**src/rtl/arb_mux_n.sv**
```systemverilog
// N-channel registered multiplexer with valid/ready handshakes. The grant comes
// either from an external select or from round-robin arbitration.
module arb_mux_n #(
    parameter int unsigned N_CH  = 8,
    parameter int unsigned WIDTH = 8,
    parameter int unsigned MODE  = 1,
    parameter int unsigned SW    = $clog2(N_CH)
) (
    input  logic                  clk,
    input  logic                  rst_n,
    input  logic [N_CH*WIDTH-1:0] in_data,
    input  logic [N_CH-1:0]       in_valid,
    output logic [N_CH-1:0]       in_ready,
    input  logic [SW-1:0]         sel,
    output logic [WIDTH-1:0]      out_data,
    output logic [SW-1:0]         out_ch,
    output logic                  out_valid,
    input  logic                  out_ready
);

    logic [WIDTH-1:0] ch_data [N_CH];

    logic             out_valid_q, out_valid_d;
    logic [WIDTH-1:0] out_data_q,  out_data_d;
    logic [SW-1:0]    out_ch_q,    out_ch_d;
    logic [SW-1:0]    ptr_q,       ptr_d;

    logic             load_en;
    logic             gnt_vld;
    logic [SW-1:0]    gnt_idx;
    logic             hi_found, lo_found;
    logic [SW-1:0]    hi_idx,   lo_idx;

    for (genvar g = 0; g < N_CH; g++) begin : g_slice
        assign ch_data[g] = in_data[g*WIDTH +: WIDTH];
    end

    assign load_en = !out_valid_q || out_ready;

    // Round-robin search: the first valid channel above ptr wins; if there is none,
    // the lowest valid channel at or below ptr wins. The search wraps at N_CH.
    always_comb begin
        gnt_vld  = 1'b0;
        gnt_idx  = '0;
        hi_found = 1'b0;
        lo_found = 1'b0;
        hi_idx   = '0;
        lo_idx   = '0;
        for (int unsigned i = 0; i < N_CH; i++) begin
            if (!hi_found && in_valid[SW'(i)] && (SW'(i) > ptr_q)) begin
                hi_found = 1'b1;
                hi_idx   = SW'(i);
            end
            if (!lo_found && in_valid[SW'(i)] && (SW'(i) <= ptr_q)) begin
                lo_found = 1'b1;
                lo_idx   = SW'(i);
            end
        end
        if (MODE == 0) begin
            // A sel value at or above N_CH matches no channel and yields no grant.
            for (int unsigned i = 0; i < N_CH; i++) begin
                if ((SW'(i) == sel) && in_valid[SW'(i)]) begin
                    gnt_vld = 1'b1;
                    gnt_idx = SW'(i);
                end
            end
        end else if (hi_found) begin
            gnt_vld = 1'b1;
            gnt_idx = hi_idx;
        end else if (lo_found) begin
            gnt_vld = 1'b1;
            gnt_idx = lo_idx;
        end
    end

    always_comb begin
        in_ready = '0;
        if (rst_n && load_en && gnt_vld) begin
            in_ready[gnt_idx] = 1'b1;
        end
    end

    // Output register: load on grant, drop valid when idle, hold under backpressure.
    always_comb begin
        out_valid_d = out_valid_q;
        out_data_d  = out_data_q;
        out_ch_d    = out_ch_q;
        ptr_d       = ptr_q;
        if (load_en) begin
            out_valid_d = gnt_vld;
            if (gnt_vld) begin
                out_data_d = ch_data[gnt_idx];
                out_ch_d   = gnt_idx;
                ptr_d      = gnt_idx;
            end
        end
    end

    always_ff @(posedge clk or negedge rst_n) begin
        if (!rst_n) begin
            out_valid_q <= 1'b0;
            out_data_q  <= '0;
            out_ch_q    <= '0;
            ptr_q       <= SW'(N_CH - 1);
        end else begin
            out_valid_q <= out_valid_d;
            out_data_q  <= out_data_d;
            out_ch_q    <= out_ch_d;
            ptr_q       <= ptr_d;
        end
    end

    assign out_valid = out_valid_q;
    assign out_data  = out_data_q;
    assign out_ch    = out_ch_q;

endmodule

```
**config.mk**
```make
export PLATFORM = sky130hd
export DESIGN_NAME = arb_mux_n
export DESIGN_NICKNAME = d
export VERILOG_FILES = /design/src/rtl/arb_mux_n.sv
export SDC_FILE = /design/constraint.sdc
export NUM_CORES = 1
export LEC_CHECK = 0
export BUFFER_PORTS_ARGS = -buffer_cell sky130_fd_sc_hd__buf_2
export CORE_MARGIN = 5
export CORE_UTILIZATION = 44
export CTS_CLUSTER_DIAMETER = 80
export DETAILED_ROUTE_END_ITERATION = 16
export GPL_ROUTABILITY_DRIVEN = 0
export HOLD_SLACK_MARGIN = 0.12
export PLACE_DENSITY_LB_ADDON = 0.2
export SLEW_MARGIN = 20
export SYNTH_ARGS = -nofsm -noshare
export SYNTH_HDL_FRONTEND = slang
export SYNTH_SLANG_ARGS = --single-unit
```
**constraint.sdc**
```tcl
create_clock -name clk -period 2.9 [get_ports clk]
set_clock_uncertainty 0.05 [all_clocks]
set_input_delay 0.145 -clock clk [delete_from_list [all_inputs] [get_ports clk]]
set_output_delay 0.145 -clock clk [all_outputs]
set_load 0.05 [all_outputs]
```
==> flow_metrics.tcl, run 1 <==
set metrics [dict create \
    die_y_um 71.04 \
    hold_viol_final 0 \
    drc 0 \
    cts_buffer_depth 2 \
    path_class "register to output pin" \
    maxSlewViolCount 0 \
    cp_cell_sequence "nor2b_1 -> o21ai_2 -> nand3_1 -> o41ai_4 -> buf_4 -> nor2b_1 -> nand2_1 -> nor2_1 -> buf_2" \
    drtPass1Iterations 4 \
    final_common_cell "buf_2" \
    synth_nets 270 \
    fin_area_mm2 0.002276 \
    grt_pass1_vias 1857 \
    dpl-instance-area_mm2 0.002187 \
    maxCapViolations 0 \
    drive_above_1_share_pct 48.60 \
    p_leak_nw 1.075 \
    wl_per_cell_um 15.00 \
    dp_hpwl_um 3978 \
    synth_ff_type "dfrtp_1" \
    antenna_found_initial 0 \
    nNetsFinal 365 \
    nFillCells 352 \
    grt_start_max_net_pins 33 \
    core_area_mm2 0.003633 \
    power_density_mw_per_mm2 1217 \
    ys_ff_latch 15 \
    grt_pass1_wl_um 8418 \
    clock_latency_ns 0.25 \
    slew_headroom_pct 67.61 \
    setup_viol 0 \
    use_met1_pct 25.47 \
    totalWireLength_um 5011 \
    critical_path_required_ns 2.71 \
    startpoint_type "register" \
    yosys_warnings 0 \
    cts_tree "built" \
    setup_tns_ns 0 \
    fmax_mhz 366.2 \
    rsz0062_at_grt "false" \
    cts.sinks 15 \
    period_minus_slack_ns 2.731 \
    tightest_slew_ns 0.4736 \
    syn_to_final_growth_pct 38.85 \
    synth-edff-count 0 \
    fin_ws_ns 0.1694 \
    hp-class "input port to register" \
    syn_inst 192 \
    dieWidth_um 71.04 \
    critical-path-top-delay-family "flip-flops" \
    place_ws_ns 0.2619 \
    ant_nets 0 \
    grtUsageTotal_pct 19.77 \
    status "finished, final reports clean" \
    endpoint_kind "output pin" \
    dieArea_mm2 0.005046 \
    period_share_pct 94.16 \
    htreeDepth 1 \
    final_cell_mix "buf_2 (94), a21oi_1 (18), o21ai_0 (18), mux2i_1 (17), nand2_1 (13)" \
    slowest_delay_ns 0.72 \
    crit_top_cell "nor2b_1" \
    use_met2_pct 34.29 \
    cp_max_fo 17 \
    crit_slowest_cell "dfstp_4" \
    row_count 22 \
    grt_use_met3_pct 2.699 \
    numCtsBuffers 3 \
    ir_drop_v 0.0006130 \
    start_util_pct 45.11 \
    crit_buf_inv 2 \
    syn-cell-area_mm2 0.001639 \
    grt_overflow 0 \
    async_flop_share_pct 100.0 \
    via_count 1888 \
    post_synth.cell_area_avg_um2 8.537 \
    hold_ws_ns 0.2425 \
    synth.distinct_cells 53 \
    ios 98 \
    top_usage_layer "met2" \
    path_clk_slew_ns 0.06 \
    portBuffers 94 \
    n_antenna_cell 0 \
    worst_ep_arrival_time_ns 2.54 \
    cts_root_buffer "clkbuf_8" \
    drtIter0Drc 121 \
    total_power_mw 2.769 \
    synth_seq_area_share_pct 23.13 \
    vias_per_cell 5.653 \
]
==> sequential cells by signal, indices dropped and copies added (netlist names) <==
name and count:
out_data 8, out_ch 3, ptr_q 3, out_valid 1
==> worst reg2reg max path: cells and delay by family (launching register included) <==
family / cells / cell delay [ns]
flip-flops: 1 / 0.71
AO/OA/AOI/OAI: 5 / 1.33
AND/OR/NAND/NOR: 1 / 0.08
buffers and inverters: 2 / 0.34
==> report_power, final <==
part           total (mW)  internal, mW  switching [mW]
registers           0.476         0.340           0.136
clock network       0.169        0.0973          0.0716
logic                2.12         0.853            1.27
total                2.77          1.29            1.48
==> cell usage after synthesis (all sizes together) (3+ instances only) <==
cell / n / share of area (%)
nand2b: 4 / 1.5
a22oi: 8 / 3.7
a221o: 8 / 4.9
nor2b: 5 / 1.9
or2: 3 / 1.1
nand2: 14 / 3.4
o22ai: 4 / 2.3
dfrtp: 12 / 18
a221oi: 8 / 4.3
o21ai: 23 / 7.5
buf: 13 / 6.3
nor2: 11 / 2.5
nor3: 4 / 1.5
dfstp: 3 / 4.8
mux2i: 17 / 10
clkbuf: 5 / 1.2
inv: 4 / 0.92
a21oi: 19 / 6.0
==> worst paths after layout <==
path	startpoint	end	slack (ns)	depth (start not counted)
min in group asynchronous	rst_n	out_valid	0.30	2
min	out_ready	out_valid	0.24	3
max reg2reg	ptr_q[1]	out_data[1]	0.29	8
max in group asynchronous	rst_n	ptr_q[0]	2.19	2
min reg2reg	out_ch[2]	out_ch[2]	0.42	2
max	ptr_q[2]	in_ready[3]	0.17	9
==> area by class of cell <==
type | count | area (µm²) | area share (%)
Inverter | 4 | 15.01 | 0.6597
Sequential cell | 15 | 386.6 | 16.99
Multi-Input combinational cell | 155 | 1166 | 51.24
Tap cell | 48 | 60.06 | 2.639
Timing Repair Buffer | 108 | 603.1 | 26.50
Clock buffer | 4 | 45.04 | 1.979
==> metal layers <==
metal  wire (µm)  vias up  share of wire, %
met1        2031      877                41
met5           0        -                 0
met4          61        0               1.2
met2        2550       72                51
met3         367        6               7.3
li1            -      933                 -
==> through the flow <==
stage | instances | utilization (%)
4_1_cts | 331 | 61.71
6_report | 334 | 62.64
3_5_place_dp | 326 | 60.19
5_1_grt | 334 | 62.64
2_1_floorplan | 192 | -
3_3_place_gp | 326 | 60.19
==> cells by family (layout without fill, tap and decap cells) <==
| logic type | count (synthesis) | in the layout | synth area share, % |
|---|---|---|---|
| AND/OR/NAND/NOR | 49 | 49 | 16.18 |
| AO/OA/AOI/OAI | 86 | 86 | 39.93 |
| buffers and inverters | 22 | 116 | 8.396 |
| flip-flops | 15 | 15 | 23.13 |
| adder cells (fa/ha/maj) | 1 | 1 | 0.6107 |
| multiplexers | 19 | 19 | 11.76 |
==> timing repair <==
| action | 4_1_cts | 5_1_grt |
|---|---|---|
| endpoints found under the setup margin | 0 | 8 |
| endpoints found under the hold margin | 15 | 0 |
| buffers inserted | 0 | 3 |
| hold buffers | 1 | 0 |
| gates resized for setup | 0 | 3 |
Power figures use the tool's default switching activity.
==> inputs of run 2 (changes only) <==
--- a/config.mk
+++ b/config.mk
@@ -5,9 +5,10 @@
 export SDC_FILE = /design/constraint.sdc
 export NUM_CORES = 1
 export LEC_CHECK = 0
+export ABC_AREA = 1
 export BUFFER_PORTS_ARGS = -buffer_cell sky130_fd_sc_hd__buf_2
 export CORE_MARGIN = 5
-export CORE_UTILIZATION = 44
+export CORE_UTILIZATION = 45
 export CTS_CLUSTER_DIAMETER = 80
 export DETAILED_ROUTE_END_ITERATION = 16
 export GPL_ROUTABILITY_DRIVEN = 0
==> flow_metrics.tcl, run 2 <==
set metrics [dict create \
    cts_buffer_depth 2 \
    cts_root_buffer "clkbuf_8" \
    synth.most_common_cell "nand2_1" \
    cts_tree "built" \
    syn_to_final_growth_pct 33.67 \
    ir_drop_v 0.0004200 \
    drive_above_1_share_pct 32.66 \
    async_flop_share_pct 100.0 \
    fin_cells 443 \
    final_util_pct 62.21 \
    final_common_cell "nand2_1" \
    hold_viol_final 0 \
    grt_pass1_vias 2005 \
    maxSlewViolCount 0 \
    setup_viol 0 \
    dpl-instance-area_mm2 0.002206 \
    antenna_found_initial 0 \
    r2r-end "out_data[0]" \
    grt_pass1_wl_um 8569 \
    nNetsFinal 474 \
    start_util_pct 46.54 \
    power_switching_mw 1.732 \
    clock_latency_ns 0.24 \
    sequentialPowerShare_pct 14.7 \
    reg2reg_from "ptr_q[2]" \
    period_minus_slack_ns 2.756 \
    place_inst 438 \
    power_density_mw_per_mm2 1225 \
    synth_fa_ha_area_share_pct 0 \
    syn-cell-area_mm2 0.001717 \
    endpoint_kind "output pin" \
    via_count 2190 \
    htreeDepth 1 \
    path_clk_slew_ns 0.06 \
    largest_reg_flops 8 \
    synth_top_area_share_pct 31.27 \
    path_class "register to output pin" \
    synth_xor_area_share_pct 0 \
    ys_ff_latch 15 \
    muxShareOfSynthArea_pct 0 \
    dieWidth_um 71.77 \
    cts.sinks 15 \
    synth.distinct_cells 27 \
    status "finished, final reports clean" \
    worst_ep_arrival_time_ns 2.56 \
    p_int_mw 1.080 \
    synth_top_area_cell "nand2_1" \
    fin_area_mm2 0.002295 \
    n_antenna_cell 0 \
    r2r_slack_ns 0.51 \
    synth_nets 380 \
    rsz0062_at_grt "false" \
    setup_tns_ns 0 \
    yosys.area_share.simple_pct 65.31 \
    vias_per_cell 4.944 \
    period_share_pct 95.04 \
    row_count 22 \
    critical_path_required_ns 2.71 \
    synth_area_leaders "nand2_1 (31%), dfrtp_1 (17%), nand3_1 (11%)" \
    rr_worst_depth 14 \
    drtPass1Iterations 4 \
    hp-class "input port to register" \
    pwr-share-comb_pct 79.4 \
    slew_headroom_pct 77.18 \
    switching_share_pct 61.59 \
    wl_per_cell_um 12.00 \
    synth_compound_area_share_pct 3.644 \
    synthTopCellsByCount "nand2_1 (143), nand3_1 (39), nor2_1 (39), inv_1 (18), dfrtp_1 (12)" \
    die_y_um 71.77 \
    synth_seq_area_share_pct 22.08 \
    p_leak_nw 1.367 \
    syn_inst 302 \
    ios 98 \
    synth_top_family_by_area "simple AND/OR/NAND/NOR gates" \
    portBuffers 94 \
    maxCapViolations 0 \
    pwr-share-clk_pct 5.8 \
    dp_hpwl_um 4207 \
    tightest_slew_ns 0.3423 \
    critPathLaunch "ptr_q[2]" \
    totalWireLength_um 5317 \
    grt_overflow 0 \
    synth-edff-count 0 \
    numCtsBuffers 3 \
    cp_max_fo 9 \
    drc 0 \
    startpoint_type "register" \
    core_area_mm2 0.003689 \
    holdPathStages 4 \
    synth_ff_type "dfrtp_1" \
    drtIter0Drc 133 \
    ant_nets 0 \
    final_cell_mix "nand2_1 (143), buf_2 (89), nor2_1 (39), nand3_1 (39), inv_1 (18)" \
    post_synth.cell_area_avg_um2 5.684 \
    grtUsageTotal_pct 20.13 \
    yosys_warnings 0 \
    dieArea_mm2 0.005150 \
    setup.worst_path.end "in_ready[2]" \
    fmax_mhz 362.8 \
    grt_start_max_net_pins 35 \
]
==> run 2: power groups by stage <==
| stage | combinational, mW | sequential, mW | clock (mW) |
|---|---|---|---|
| after floorplan | 1.48 | 0.684 | 0 |
| after global placement | 2.15 | 0.413 | 0 |
| after detailed placement | 2.17 | 0.418 | 0 |
| after CTS | 2.18 | 0.414 | 0.166 |
| after global routing | 2.48 | 0.431 | 0.175 |
| final | 2.23 | 0.415 | 0.164 |
==> run 2: layout make-up <==
class | count | area [µm²]
tap | 48 | 60.06
sequential | 15 | 379.1
multi-input combinational | 254 | 1202
clock buffer | 4 | 45.04
inverter | 24 | 92.59
timing repair buffer | 98 | 515.5
fill | 396 | 1394
==> run 2: kinds of logic after synthesis <==
kind of cell           Yosys count
AOI/OAI and AO/OA                9
DFF                             15
and+or+nand+nor                245
buffers and inverters           33
==> run 2: timing repair <==
action,4_1_cts,5_1_grt
resized for setup,0,10
buffers inserted,0,0
endpoints found under the hold margin,15,0
endpoints found under the setup margin,0,8
hold buffers,1,0
==> run 2: how the worst min path moves through the flow <==
stage	start	to	slack [ns]
2_1_floorplan	rst_n	out_ch[0]	-0.20
3_3_place_gp	rst_n	out_valid	0.01
3_5_place_dp	rst_n	out_valid	0.01
4_1_cts	out_ready	out_valid	0.16
5_1_grt	out_ready	out_valid	0.21
6_report	out_ready	out_valid	0.16
==> run 2: through the flow <==
step | setup WS (ns) | hold slack [ns] | total power [mW]
2_1_floorplan | 0.3194 | -0.2006 | 2.167
6_report | 0.1438 | 0.1606 | 2.812
4_1_cts | 0.1168 | 0.1579 | 2.759
3_3_place_gp | 0.4271 | 0.01153 | 2.558
5_1_grt | 0.005997 | 0.2121 | 3.084
3_5_place_dp | 0.3905 | 0.01391 | 2.585
==> run 2: per-layer routing <==
layer	track usage [%]	vias to the layer above	wire, µm
met5	0	-	0
met4	4.384	0	82
met3	3.787	8	435
met2	35.20	81	2614
met1	25.57	967	2185
li1	-	1134	-
==> run 2: worst max-delay path, cell delays in order (launching register included) <==
cell	delay, ns
dfstp_2	0.62
nor2_2	0.08
nand2_1	0.11
nand3_2	0.12
nor2_4	0.13
nand3b_4	0.11
nor2_4	0.15
nand3_1	0.14
nand2_4	0.13
inv_2	0.08
nor2_8	0.17
inv_1	0.08
nor2_1	0.13
clkbuf_4	0.26
